**src/rtl/ir_nec_pkg.sv**
```systemverilog
// Shared NEC receiver definitions: FSM states, 50 MHz timing defaults,
// the key codes understood by the ALU keypad front end, and small helpers.
package ir_nec_pkg;

  localparam int CNT_W = 20;

  localparam int LEAD_MARK_MIN_DEF  = 400000;
  localparam int LEAD_MARK_MAX_DEF  = 500000;
  localparam int LEAD_SPACE_MIN_DEF = 180000;
  localparam int LEAD_SPACE_MAX_DEF = 270000;
  localparam int REP_SPACE_MIN_DEF  = 90000;
  localparam int REP_SPACE_MAX_DEF  = 140000;
  localparam int BIT_MARK_MIN_DEF   = 20000;
  localparam int BIT_MARK_MAX_DEF   = 40000;
  localparam int ZERO_MIN_DEF       = 20000;
  localparam int ZERO_MAX_DEF       = 42000;
  localparam int ONE_MIN_DEF        = 70000;
  localparam int ONE_MAX_DEF        = 100000;
  localparam int VALID_CYCLES_DEF   = 50000;

  localparam logic [7:0] KEY_ON_OFF = 8'd18;
  localparam logic [7:0] KEY_DEF_A  = 8'd15;
  localparam logic [7:0] KEY_DEF_B  = 8'd19;
  localparam logic [7:0] KEY_CLEAR  = 8'd16;
  localparam logic [7:0] KEY_SIGN   = 8'd12;
  localparam logic [7:0] KEY_SUM    = 8'd26;
  localparam logic [7:0] KEY_MINUS  = 8'd30;
  localparam logic [7:0] KEY_DIGIT_MAX = 8'd9;

  typedef enum logic [2:0] {
    IDLE,
    LEAD_MARK,
    LEAD_SPACE,
    BIT_MARK,
    BIT_SPACE,
    CHECK,
    ERR
  } nec_state_e;

  // Inclusive window test on a duration count.
  function automatic logic in_window(input logic [CNT_W-1:0] v,
                                     input logic [CNT_W-1:0] lo,
                                     input logic [CNT_W-1:0] hi);
    return (v >= lo) && (v <= hi);
  endfunction

  // A received word is good when both upper bytes are inverses of the lower ones.
  function automatic logic nec_frame_ok(input logic [31:0] w);
    return (w[31:24] == ~w[23:16]) && (w[15:8] == ~w[7:0]);
  endfunction

  // Digit keys occupy codes 0..9.
  function automatic logic key_is_digit(input logic [7:0] k);
    return k <= KEY_DIGIT_MAX;
  endfunction

endpackage

```
**src/rtl/ir_nec_keycode_tx_pulse.sv**
```systemverilog
// Fixed-width validate pulse generator; a start while busy is ignored.
module ir_pulse_stretch
  import ir_nec_pkg::*;
#(
  parameter int VALID_CYCLES = VALID_CYCLES_DEF
) (
  input  logic clk,
  input  logic reset,
  input  logic start,
  output logic busy
);

  localparam int W = (VALID_CYCLES > 1) ? $clog2(VALID_CYCLES) : 1;
  localparam logic [W-1:0] LAST = W'(VALID_CYCLES - 1);

  logic         busy_d, busy_q;
  logic [W-1:0] cnt_d, cnt_q;

  // Load the down-counter on start, drop busy after the last counted cycle.
  always_comb begin
    busy_d = busy_q;
    cnt_d  = cnt_q;
    if (busy_q) begin
      if (cnt_q == '0) busy_d = 1'b0;
      else             cnt_d  = cnt_q - 1'b1;
    end else if (start) begin
      busy_d = 1'b1;
      cnt_d  = LAST;
    end
  end

  // Pulse state registers.
  always_ff @(posedge clk) begin
    if (reset) begin
      busy_q <= 1'b0;
      cnt_q  <= '0;
    end else begin
      busy_q <= busy_d;
      cnt_q  <= cnt_d;
    end
  end

  assign busy = busy_q;

endmodule

```
**src/rtl/ir_nec_keycode_tx.sv**
```systemverilog
// NEC IR frame decoder producing ALU key codes on a data/validate handshake.
module ir_nec_keycode_tx
  import ir_nec_pkg::*;
#(
  parameter int LEAD_MARK_MIN  = LEAD_MARK_MIN_DEF,
  parameter int LEAD_MARK_MAX  = LEAD_MARK_MAX_DEF,
  parameter int LEAD_SPACE_MIN = LEAD_SPACE_MIN_DEF,
  parameter int LEAD_SPACE_MAX = LEAD_SPACE_MAX_DEF,
  parameter int REP_SPACE_MIN  = REP_SPACE_MIN_DEF,
  parameter int REP_SPACE_MAX  = REP_SPACE_MAX_DEF,
  parameter int BIT_MARK_MIN   = BIT_MARK_MIN_DEF,
  parameter int BIT_MARK_MAX   = BIT_MARK_MAX_DEF,
  parameter int ZERO_MIN       = ZERO_MIN_DEF,
  parameter int ZERO_MAX       = ZERO_MAX_DEF,
  parameter int ONE_MIN        = ONE_MIN_DEF,
  parameter int ONE_MAX        = ONE_MAX_DEF,
  parameter int VALID_CYCLES   = VALID_CYCLES_DEF
) (
  input  logic       CLOCK_50,
  input  logic       reset,
  input  logic       IRDA_RXD,
  output logic [7:0] data,
  output logic [7:0] address,
  output logic       validate,
  output logic       frame_err
);

  localparam logic [CNT_W-1:0] LM_MIN = CNT_W'(LEAD_MARK_MIN);
  localparam logic [CNT_W-1:0] LM_MAX = CNT_W'(LEAD_MARK_MAX);
  localparam logic [CNT_W-1:0] LS_MIN = CNT_W'(LEAD_SPACE_MIN);
  localparam logic [CNT_W-1:0] LS_MAX = CNT_W'(LEAD_SPACE_MAX);
  localparam logic [CNT_W-1:0] RS_MIN = CNT_W'(REP_SPACE_MIN);
  localparam logic [CNT_W-1:0] RS_MAX = CNT_W'(REP_SPACE_MAX);
  localparam logic [CNT_W-1:0] BM_MIN = CNT_W'(BIT_MARK_MIN);
  localparam logic [CNT_W-1:0] BM_MAX = CNT_W'(BIT_MARK_MAX);
  localparam logic [CNT_W-1:0] Z_MIN  = CNT_W'(ZERO_MIN);
  localparam logic [CNT_W-1:0] Z_MAX  = CNT_W'(ZERO_MAX);
  localparam logic [CNT_W-1:0] O_MIN  = CNT_W'(ONE_MIN);
  localparam logic [CNT_W-1:0] O_MAX  = CNT_W'(ONE_MAX);

  nec_state_e       state_d, state_q;
  logic             ir_sync_d, ir_sync_q;
  logic             ir_s_d, ir_s_q;
  logic             ir_prev_d, ir_prev_q;
  logic [CNT_W-1:0] cnt_d, cnt_q;
  logic [5:0]       bit_cnt_d, bit_cnt_q;
  logic [31:0]      sr_d, sr_q;
  logic [7:0]       data_d, data_q;
  logic [7:0]       address_d, address_q;
  logic             load_d, load_q;
  logic             frame_err_d, frame_err_q;
  logic             pulse_busy;
  logic             ir_edge, ir_rise, ir_fall;

  assign ir_edge = ir_s_q ^ ir_prev_q;
  assign ir_rise = ir_s_q & ~ir_prev_q;
  assign ir_fall = ~ir_s_q & ir_prev_q;

  // Next-state logic: synchronizer, duration counter and the frame-walking FSM.
  always_comb begin
    ir_sync_d   = IRDA_RXD;
    ir_s_d      = ir_sync_q;
    ir_prev_d   = ir_s_q;
    state_d     = state_q;
    bit_cnt_d   = bit_cnt_q;
    sr_d        = sr_q;
    data_d      = data_q;
    address_d   = address_q;
    load_d      = 1'b0;
    frame_err_d = 1'b0;

    if (ir_edge)           cnt_d = '0;
    else if (cnt_q != '1)  cnt_d = cnt_q + 1'b1;
    else                   cnt_d = cnt_q;

    case (state_q)
      IDLE: begin
        if (!ir_s_q) state_d = LEAD_MARK;
      end
      LEAD_MARK: begin
        if (cnt_q > LM_MAX)      state_d = ERR;
        else if (ir_rise)        state_d = (cnt_q < LM_MIN) ? IDLE : LEAD_SPACE;
      end
      LEAD_SPACE: begin
        if (ir_fall || (cnt_q > LS_MAX)) begin
          if (in_window(cnt_q, LS_MIN, LS_MAX)) begin
            state_d   = BIT_MARK;
            bit_cnt_d = '0;
          end else if (in_window(cnt_q, RS_MIN, RS_MAX)) begin
            state_d = IDLE;
          end else begin
            state_d = ERR;
          end
        end
      end
      BIT_MARK: begin
        if (cnt_q > BM_MAX) begin
          state_d = ERR;
        end else if (ir_rise) begin
          if (cnt_q < BM_MIN)             state_d = ERR;
          else if (bit_cnt_q == 6'd32)    state_d = CHECK;
          else                            state_d = BIT_SPACE;
        end
      end
      BIT_SPACE: begin
        if (cnt_q > O_MAX) begin
          state_d = ERR;
        end else if (ir_fall) begin
          if (in_window(cnt_q, Z_MIN, Z_MAX)) begin
            sr_d      = {1'b0, sr_q[31:1]};
            bit_cnt_d = bit_cnt_q + 1'b1;
            state_d   = BIT_MARK;
          end else if (in_window(cnt_q, O_MIN, O_MAX)) begin
            sr_d      = {1'b1, sr_q[31:1]};
            bit_cnt_d = bit_cnt_q + 1'b1;
            state_d   = BIT_MARK;
          end else begin
            state_d = ERR;
          end
        end
      end
      CHECK: begin
        state_d = IDLE;
        if (nec_frame_ok(sr_q) && !pulse_busy && !load_q) begin
          data_d    = sr_q[23:16];
          address_d = sr_q[7:0];
          load_d    = 1'b1;
        end else begin
          frame_err_d = 1'b1;
        end
      end
      ERR: begin
        frame_err_d = 1'b1;
        state_d     = IDLE;
      end
      default: state_d = IDLE;
    endcase
  end

  // Decoder state and registered outputs.
  always_ff @(posedge CLOCK_50) begin
    if (reset) begin
      state_q     <= IDLE;
      ir_sync_q   <= 1'b1;
      ir_s_q      <= 1'b1;
      ir_prev_q   <= 1'b1;
      cnt_q       <= '0;
      bit_cnt_q   <= '0;
      sr_q        <= '0;
      data_q      <= '0;
      address_q   <= '0;
      load_q      <= 1'b0;
      frame_err_q <= 1'b0;
    end else begin
      state_q     <= state_d;
      ir_sync_q   <= ir_sync_d;
      ir_s_q      <= ir_s_d;
      ir_prev_q   <= ir_prev_d;
      cnt_q       <= cnt_d;
      bit_cnt_q   <= bit_cnt_d;
      sr_q        <= sr_d;
      data_q      <= data_d;
      address_q   <= address_d;
      load_q      <= load_d;
      frame_err_q <= frame_err_d;
    end
  end

  ir_pulse_stretch #(
    .VALID_CYCLES(VALID_CYCLES)
  ) u_pulse (
    .clk  (CLOCK_50),
    .reset(reset),
    .start(load_q),
    .busy (pulse_busy)
  );

  assign data      = data_q;
  assign address   = address_q;
  assign validate  = pulse_busy;
  assign frame_err = frame_err_q;

endmodule
```
**config.mk**
```make
export PLATFORM = sky130hd
export DESIGN_NAME = ir_nec_keycode_tx
export DESIGN_NICKNAME = d
export VERILOG_FILES = /design/src/rtl/ir_nec_pkg.sv /design/src/rtl/ir_nec_keycode_tx_pulse.sv /design/src/rtl/ir_nec_keycode_tx.sv
export SDC_FILE = /design/constraint.sdc
export NUM_CORES = 1
export LEC_CHECK = 0
export CORE_ASPECT_RATIO = 0.8
export CORE_UTILIZATION = 63
export CTS_BUF_LIST = sky130_fd_sc_hd__clkbuf_4 sky130_fd_sc_hd__clkbuf_8
export CTS_CLUSTER_DIAMETER = 50
export DETAILED_ROUTE_END_ITERATION = 6
export PLACE_DENSITY = 0.82
export SLEW_MARGIN = 0
export SYNTH_ARGS = -nofsm -noshare
export SYNTH_HDL_FRONTEND = slang
export SYNTH_HIERARCHICAL = 1
export SYNTH_SLANG_ARGS = --single-unit
```
**constraint.sdc**
```tcl
create_clock -name CLOCK_50 -period 2.8 [get_ports CLOCK_50]
set_input_delay 0.7 -clock CLOCK_50 [delete_from_list [all_inputs] [get_ports CLOCK_50]]
set_output_delay 0.7 -clock CLOCK_50 [all_outputs]
set_load 0.01 [all_outputs]
```
Word-level counts from Yosys, hierarchy flattened
Cells that the tools add are included.
Widths: inputs -> output; s select.
{ "totals": {"input_bits": 3, "elab_cells": 115, "reg_bits": 99} }
{ "op_classes": {"n_eq_ne": 20, "magnitude_cmp": 14, "n_mux": 34, "add_sub_neg": 3, "n_bitwise": 9, "reduce_logical": 22} }
{ "op_table": {"columns": ["cell", "count"], "rows": [
  ["$mux 32", 2],
  ["$mux 16", 3],
  ["$ge 20x17->1 const B", 2],
  ["$gt 20x19->1 const B", 2],
  ["$mux 3", 12],
  ["$mux 6", 6],
  ["$add 20x1->20 const B", 1],
  ["$ge 20x15->1 const B", 1],
  ["$ge 20x18->1 const B", 1],
  ["$gt 20x16->1 const B", 1],
  ["$gt 20x17->1 const B", 1],
  ["$le 20x16->1 const B", 1],
  ["$le 20x17->1 const B", 1],
  ["$le 20x18->1 const B", 1],
  ["$le 20x19->1 const B", 1],
  ["$lt 20x15->1 const B", 1],
  ["$lt 20x19->1 const B", 1],
  ["$ne 20x20->1 const B", 1],
  ["$eq 8x8->1", 2],
  ["$logic_not 16->1", 1],
  ["$not 8->8", 2],
  ["$sub 16x1->16 const B", 1],
  ["$pmux 3 s5", 1],
  ["$ne 2x2->1 const B", 6],
  ["23 further kinds", 50]
]} }

Depth between registers and ports, before layout
Gate-level depths: netlist of run 1.
{ "logic_depth": {"depth_word": 7, "depth_mapped": 10, "mapped_depth_nobuf": 9} }

Cells and area by module
Netlist of run 1, hierarchy kept.
{ "by_module_without_submodules": {"columns": ["module", "instances", "cells_each", "seq_area_each_um2", "area_each_um2"], "rows": [
  ["ir_nec_keycode_tx", 1, 505, 1641.6, 4251.6],
  ["ir_pulse_stretch", 1, 102, 340.3, 889.6]
]} }

Worst setup path after synthesis of run 1
OpenSTA, ideal clock, no wires.
{ "synth_timing": {"path_type": "register to register", "startpoint": "reg, netlist name cnt_q[0]", "endpoint": "reg sr_q[10]", "stages_incl_launch_ff": 10, "setup_slack_ps": 433, "arrival_ps": 2240, "t_required_ps": 2672, "synth_period_minus_slack_ps": 2367, "path_cell_list": "dfxtp_1 > inv_1 > ha_1 > or3b_1 > o32a_1 > o31ai_4 > nand3_1 > buf_2 > mux2i_1 > nor2_1"} }
{ "synth_rtl": {"columns": ["element", "line", "rtl"], "rows": [
  ["end signal: assignment", "ir_nec_keycode_tx.sv:161", "sr_q <= sr_d;"],
  ["end: declaration", "ir_nec_keycode_tx.sv:47", "logic [31:0] sr_d, sr_q;"]
]} }

==> reports/metrics.cfg, run 1 <==
[status]
status=finished clean

[detailed_routing]
dr.pass1.iters=6
drtIter0Drc=395
wl_um=11600
ant_nets=0
drc=0
wire_per_inst_um=15.9
avgViaCountPerCell=6.07
vias=4423

[yosys]
synth_cell_types=69
ys_async_sr_fraction=0
ys_seq_area_frac=0.385
synth-edff-count=0
synth_area_per_cell_um2=8.47
syn_area_um2=5140
synth_ff_type=dfxtp_1
synth_nets=617
synthCells=607
yosysWarnings=6
synth_seq_cells=99

[cts]
cts_buffers=9
cts_tree=yes
clk_path_buf_depth=2
clk_pin_slew_ns=0.11
root_buffer=clkbuf_8
htree_levels=3
postCtsSetupRepairBufs=0
clk-insertion-delay-late_ns=0.38
clock_sink_count=99

[floorplanning]
die_w_um=103
io_pins=21
start_util=0.650
num_rows=29
dieArea_um2=8530
core_um2=7910
dieHeight_um=82.8

[critical_path]
worst-setup-path-type=register to register
crit_path_max_fanout=10
arrival_ns=2.96
endpoint_kind=register
cp.required_ns=3.11
critPathLaunchType=register

[sta]
finalHoldViolations=0
max_freq_mhz=377
fin_crit_sh=0.946
tns_ns=0
rsz0062_at_grt=false
worstMarginPinSlew_ns=0.734
slew-limit-headroom=0.510
slew_viol_final=0
setup_viol=0
timing.final.ws_setup_ns=0.151
hold-worst-slack_ns=0.450
clock_skew_ns=0.00854
fin_crit_ns=2.65

[final_layout]
fin_util=0.714
layout-drive-gt1-share=0.0853
antenna_cells=0
fin_nets=626
area_growth_pct=9.88

[placed_design]
place_ws_ns=0.188
port_buffers=20
place_hpwl_um=7960
gp_congestion=0.909

[job]
maxCapViolCount=0

[grt]
grt-ovfl-total=0
grt_max_degree=75
grt_pass1_wl_um=19400
grt_pass1_vias=4032
grt_use_total=0.287
grt_antenna_before_repair=0

[worst_hold_path]
holdCritPathClass=register to register

[power]
powerDensity_nw_per_um2=443
p_leak_nw=2.37
power_mw=2.50
vdd_ir_drop_max_v=0.000432

[layout by cell type, fill, tap and decap left out, drive strengths merged, types with 5 or more instances in the layout]
master,netlist,routed
xnor2,20,20
ha,7,7
nand2,44,44
nand4,13,13
xor2,17,17
nor4,20,20
o21ai,23,23
and3,6,6
nor3,23,23
a21oi,27,27
buf,14,18
or3,8,8
inv,19,23
or4,7,7
clkbuf,25,10
or2,5,5
nor2,86,86
nand3,19,19
a31oi,7,7
dfxtp,99,99
mux2i,49,49
clkdlybuf4s50,0,19
nand2b,6,6
a211oi,5,5
[critical path, stage by stage, from the launching register on]
cell	delay [ns]
dfxtp_1	0.37
inv_1	0.09
ha_1	0.15
or3b_1	0.39
o32a_1	0.40
o31ai_4	0.40
a31oi_2	0.25
or3_1	0.40
a21oi_1	0.14
[through the flow]
stage	instances	instance area, um^2
CTS	729	5650
finish	729	5650
global route	729	5650
detailed placement	713	5440
global placement	713	5440
floorplan	607	5140
[kinds of logic (layout without fill, tap and decap cells)]
kind of cell / after synthesis / after routing / synth area share
xor+xnor: 37 / 37 / 0.0630
fa+ha+maj: 7 / 7 / 0.0170
buf+inv: 58 / 72 / 0.0475
compound gates: 94 / 94 / 0.126
flops: 99 / 99 / 0.385
mux: 52 / 52 / 0.102
simple gates: 260 / 260 / 0.259
[what timing repair did]
action	in CTS	in global routing
resized for setup	0	1
endpoints found under the setup margin	0	1
hold buffers	0	0
[Yosys cell counts (all sizes together) (2+ instances only)]
cell type	instances	area (um^2)
nor4b	3	26.3
a41oi	2	17.5
nand2	44	165
inv	19	71.3
or2	5	31.3
a211oi	5	37.5
nand3	19	95.1
or4	7	52.6
mux2i	49	490
nand2b	6	37.5
mux2	3	33.8
nand4bb	2	22.5
xnor2	20	175
nand4	13	81.3
a21o	2	15.0
nand4b	3	26.3
xor2	17	149
dfxtp	99	1980
buf	14	78.8
a21oi	27	135
o21ai	23	119
a311o	2	20.0
o31ai	3	36.3
nor3b	3	22.5
a31oi	7	50.1
o32ai	2	17.5
and3	6	37.5
nor3	23	120
or3	8	55.1
o31a	2	17.5
nor4	20	131
and4b	3	30.0
ha	7	87.6
or3b	3	26.3
clkbuf	25	93.8
nor2	86	323
o311a	3	30.0
[path summary, 6_finish.rpt]
check | startpoint | to | slack (ns) | cells past startpoint
setup / recovery | cnt_q[0] | bit_cnt_q[3] | 0.15 | 8
hold / removal | ir_s_d | ir_prev_d | 0.45 | 1
setup reg to reg | cnt_q[0] | bit_cnt_q[3] | 0.15 | 8
hold reg to reg | ir_s_d | ir_prev_d | 0.45 | 1
[power by group]
| group | internal, mW | switching (mW) |
|---|---|---|
| registers | 1.42 | 0.0121 |
| clock network | 0.377 | 0.563 |
| logic | 0.0442 | 0.0895 |
| total | 1.84 | 0.664 |
[flip-flops by register name, indices dropped and copies added, names as in the netlist]
| signal | cells |
|---|---|
| sr_q | 32 |
| cnt_q | 20 |
| u_pulse/cnt_q | 16 |
| address | 8 |
| data | 8 |
| bit_cnt_q | 6 |
| state_q | 3 |
| frame_err | 1 |
| ir_prev_d | 1 |
| ir_prev_q | 1 |
| ir_s_d | 1 |
| load_q | 1 |
| u_pulse/busy | 1 |
[area by class of cell]
class | count | area (um^2)
Clock inverter | 6 | 66.3
Fill cell | 654 | 2260
Sequential cell | 99 | 1980
Inverter | 19 | 71.3
Timing Repair Buffer | 37 | 335
Multi-Input combinational cell | 450 | 2920
Clock buffer | 10 | 138
Tap cell | 108 | 135
[routing by layer]
metal | wire length, um | vias up | track usage
met5 | 0 | - | 0
met4 | 129 | 0 | 0.0730
met3 | 762 | 17 | 0.0774
met2 | 5050 | 144 | 0.412
met1 | 5680 | 2068 | 0.426
li1 | - | 2194 | -
Note: power is estimated with default switching activity, not from simulation.
==> inputs of run 2 (changes only) <==
- MAX_ROUTING_LAYER: unset -> met4
==> run 2 against run 1 <==
Effect of this change:
- die area did not move
- worst setup slack improved by 0.020 ns
- maximum frequency rose by 0.75%
- sequential share of layout area fell by 0.41 points
- clock-buffer cell count fell by 1
- worst hold slack barely moved
- core utilization rose by 0.81 points
- global-route usage rose by 2.4 points
- via count rose by 3.3%
- routed wire length rose by 5.0%
- non-clock buffer count rose by 7
- design area rose by 1.1%
- highest routed layer unchanged
==> reports/metrics.cfg, run 2 (same netlist as run 1, synthesis figures left out) <==
[status]
status=finished clean

[critical_path]
arrival_ns=2.95
endpoint_kind=register
reg2regPathDepth=8
crit_path_max_fanout=10
cp.required_ns=3.12
crit_end=bit_cnt_q[4]
ff2ff_setup_slack_ns=0.17
worst-setup-path-type=register to register
cp-startpoint=cnt_q[0]
timing.rr.end=bit_cnt_q[4]
crit-reg2reg-launch=cnt_q[0]
critPathLaunchType=register

[job]
maxCapViolCount=0

[cts]
cts_hold_buf=0
cts_buffers=9
clk_pin_slew_ns=0.10
cts_tree=yes
post_cts_resized=0
clk_path_buf_depth=2
clock_sink_count=99
root_buffer=clkbuf_8
htree_levels=3
postCtsSetupRepairBufs=0
clk-insertion-delay-late_ns=0.39

[sta]
fin_crit_sh=0.939
setup_viol=0
hold-worst-slack_ns=0.450
rsz0062_at_grt=false
clock_skew_ns=0.00938
tns_ns=0
finalHoldViolations=0
fin_crit_ns=2.63
slew-limit-headroom=0.519
max_freq_mhz=380
worstMarginPinSlew_ns=0.720
slew_viol_final=0

[final_layout]
largest_reg_flops=32
layout-drive-gt1-share=0.0939
final_area_um2=5710
final_cell_mix=dfxtp_1 (99), nor2_1 (86), mux2i_1 (49)
largest_register=sr_q
final_common_cell=dfxtp_1
largestRegisters=sr_q (32), cnt_q (20), u_pulse/cnt_q (16)
area_growth_pct=11.1
antenna_cells=0
fin_nets=633
layout.cells.non_filler=736

[floorplanning]
core_um2=7910
num_rows=29
die_w_um=103
dieHeight_um=82.8
start_util=0.650
io_pins=21
dieArea_um2=8530

[detailed_routing]
dr.pass1.iters=5
wire_per_inst_um=16.6
drtIter0Drc=311
vias=4568
ant_nets=0
drc=0
wl_um=12200
avgViaCountPerCell=6.21

[power]
vdd_ir_drop_max_v=0.000417
p_leak_nw=2.41
powerDensity_nw_per_um2=451

[grt]
grt_pass1_wl_um=20300
grt_antenna_before_repair=0
grt_max_degree=33
grt_pass1_vias=4230
grt_use_total=0.311
grt-ovfl-total=0

[placed_design]
port_buffers=20
gp_congestion=0.935
place_hpwl_um=8590
dp_cells=720
place_area_um2=5500

[worst_hold_path]
holdCritPathClass=register to register
hold_depth=1

run 2: area by class of cell:
type	count	area [um^2]
Inverter	19	71.3
Sequential cell	99	1980
Multi-Input combinational cell	450	2920
Clock inverter	7	91.3
Clock buffer	9	124
Fill cell	607	2200
Tap cell	108	135
Timing Repair Buffer	44	388
run 2: worst min path at each step:
stage                      start         to
after floorplan           ir_s_d  ir_prev_d
after detailed placement  ir_s_d  ir_prev_d
after global routing      ir_s_d  ir_prev_d
after CTS                 ir_s_d  ir_prev_d
final                     ir_s_d  ir_prev_d
after global placement    ir_s_d  ir_prev_d
run 2: where the power goes:
| part | total, mW | switching [mW] | internal [mW] |
|---|---|---|---|
| Combinational | 0.142 | 0.0929 | 0.0489 |
| Sequential | 1.43 | 0.0116 | 1.42 |
| Clock | 1.00 | 0.564 | 0.438 |
run 2: stage by stage:
stage	utilization	power (mW)	worst slack (ns)
2_1_floorplan	-	1.56	0.433
3_3_place_gp	0.695	1.59	0.302
3_5_place_dp	0.695	1.60	0.231
4_1_cts	0.722	2.58	0.200
5_1_grt	0.722	2.66	0.0303
6_report	0.722	2.57	0.170
run 2: worst max-delay path, cell delays in order (launching register included):
cell     delay, ns
dfxtp_1       0.37
inv_1         0.09
ha_1          0.15
or3b_1        0.38
o32a_1        0.39
o31ai_4       0.39
a31oi_2       0.25
or3_1         0.39
a21oi_1       0.15
run 2: per-layer routing:
layer  wire length, um  global-route usage  vias up
li1                  -                   -     2201
met1              5760               0.441     2175
met2              5480               0.452      180
met3               839              0.0657       12
met4               117              0.0768        0
met5                 0                   -        -
==> inputs of run 3 (changes only) <==
- CORE_UTILIZATION: 63 -> 40
- PLACE_DENSITY: 0.82 -> unset
- clock period: 2.8 -> 2.2 ns (I/O delays scaled with it)
==> run 3 against run 2 <==
Effect of this change:
- the run now ends with setup timing left
- clock power grew 22%
- non-clock buffer count grew 68
- worst hold slack lost 0.010 ns
- critical path depth grew 2
- combinational power grew 62%
- global-route usage shrank 10 points
- power grew 27%
- clock-buffer cell count is the same
- sequential cell count is the same
- largest cell class unchanged
==> reports/metrics.cfg, run 3 (same netlist as run 1, synthesis figures left out) <==
[status]
status=complete, but fails checks
violations=setup timing

[detailed_routing]
vias=4781
drc=0
avgViaCountPerCell=5.51
dr.pass1.iters=5
wire_per_inst_um=15.7
drtIter0Drc=427
ant_nets=0
wl_um=13600

[critical_path]
ff2ff_setup_slack_ns=-0.12
crit_end=sr_q[26]
cp_num_buf_inv=3
arrival_ns=2.60
timing.rr.end=sr_q[26]
endpoint_kind=register
crit-reg2reg-launch=cnt_q[0]
crit_path_max_incr_delay_ns=0.37
cp.required_ns=2.48
cp-startpoint=cnt_q[0]
reg2regPathDepth=10
critPathSlowestCell=or3b_4
crit_family=compound AO/OA/AOI/OAI gates
path_cells=inv_2 -> ha_4 -> or3b_4 -> o32a_1 -> o31ai_4 -> buf_4 -> nand3_4 -> clkbuf_16 -> mux2i_1 -> nor2_1
cp.depth=10
worst-setup-path-type=register to register
critPathLaunchType=register
crit_path_max_fanout=16

[final_layout]
layout.cells.non_filler=867
largestRegisters=sr_q (32), cnt_q (20), u_pulse/cnt_q (16)
antenna_cells=0
largest_reg_flops=32
final_cell_mix=nor2_1 (85), buf_4 (82), dfxtp_1 (80)
final_area_um2=6660
fin_nets=701
layout-drive-gt1-share=0.272
area_growth_pct=29.4
final_common_cell=nor2_1
largest_register=sr_q

[placed_design]
place_ws_ns=-0.116
dp_cells=844
gp_congestion=0.987
place_area_um2=6090
place_hpwl_um=9530
port_buffers=20

[power]
switching_power_mw=0.915
p_clk_frac=0.374
power_frac_comb=0.070
internal-power_mw=2.36
power_mw=3.27
switching_share=0.280
p_seq_frac=0.556
powerDensity_nw_per_um2=491
vdd_ir_drop_max_v=0.000258
p_leak_nw=2.83

[grt]
grt_pass1_wl_um=21100
grt_antenna_before_repair=0
grt_max_degree=75
grt-ovfl-total=0
grt_pass1_vias=4268
grt_use_total=0.209

[floorplanning]
die_w_um=129
start_util=0.417
dieArea_um2=13300
core_um2=12300
num_rows=36
io_pins=21
dieHeight_um=103

[sta]
clock_skew_ns=0.0143
setup_viol=39
slew-limit-headroom=0.630
rsz0062_at_grt=true
slew_viol_final=0
fin_crit_sh=1.05
tns_ns=-3.53
max_freq_mhz=431
timing.final.ws_setup_ns=-0.119
fin_crit_ns=2.32
worstMarginPinSlew_ns=0.555
finalHoldViolations=0

[worst_hold_path]
holdCritPathClass=register to register

[cts]
clk_pin_slew_ns=0.12
clk-insertion-delay-late_ns=0.38
root_buffer=clkbuf_8
clock_sink_count=99
cts_buffers=9
clk_path_buf_depth=2
htree_levels=3
cts_tree=yes
cts_hold_buf=0

[job]
maxCapViolCount=0

## run 3: worst reg2reg max path: cells and delay by family, from the launching register on
kind,cells,cell delay (ns)
compound gates,2,0.61
flops,1,0.34
mux,1,0.16
fa+ha+maj,1,0.12
simple gates,3,0.54
buf+inv,3,0.46
## run 3: repair_timing
action | 4_1_cts | 5_1_grt
pin swaps | 0 | 20
resized for setup | 8 | 67
setup buffers | 1 | 6
gates cloned | 0 | 1
setup endpoints to repair | 15 | 83
## run 3: power groups by stage
stage                     sequential [mW]  clock (mW)  combinational (mW)
after floorplan                      1.86           0               0.131
after global placement               1.86           0               0.199
after detailed placement             1.86           0               0.201
after CTS                            1.82        1.26               0.204
after global routing                 1.82        1.32               0.254
final                                1.82        1.22               0.230
## run 3: worst min-delay path by stage
| stage | startpoint | end | slack, ns | depth (start not counted) |
|---|---|---|---|---|
| 6_report | ir_s_d | ir_prev_d | 0.44 | 1 |
| 5_1_grt | ir_s_d | ir_prev_d | 0.46 | 1 |
| 2_1_floorplan | ir_s_d | ir_prev_d | 0.39 | 1 |
| 3_5_place_dp | ir_s_d | ir_prev_d | 0.41 | 1 |
| 3_3_place_gp | ir_s_d | ir_prev_d | 0.41 | 1 |
| 4_1_cts | ir_s_d | ir_prev_d | 0.44 | 1 |
## run 3: final cells by class
class | count | area, um^2
multi-input cells | 450 | 3190
flip-flops and latches | 99 | 2010
fillers | 1182 | 5690
clock inverters | 7 | 76.3
clock buffers | 9 | 124
inverters | 19 | 71.3
well taps | 171 | 214
repair buffers | 112 | 972
## run 3: per-layer routing
metal  vias up  share of wire  GRT usage  wire [um]
met5         -              0          -          0
met4         0          0.010     0.0597        142
met3        18          0.062     0.0494        836
met2       151           0.43      0.308       5800
met1      2268           0.50      0.284       6820
li1       2344              -          -          -
## run 3: per-stage QoR
stage	hold slack, ns	util
4_1_cts	0.440	0.513
2_1_floorplan	0.389	-
3_3_place_gp	0.412	0.494
3_5_place_dp	0.410	0.494
6_report	0.440	0.539
5_1_grt	0.459	0.539
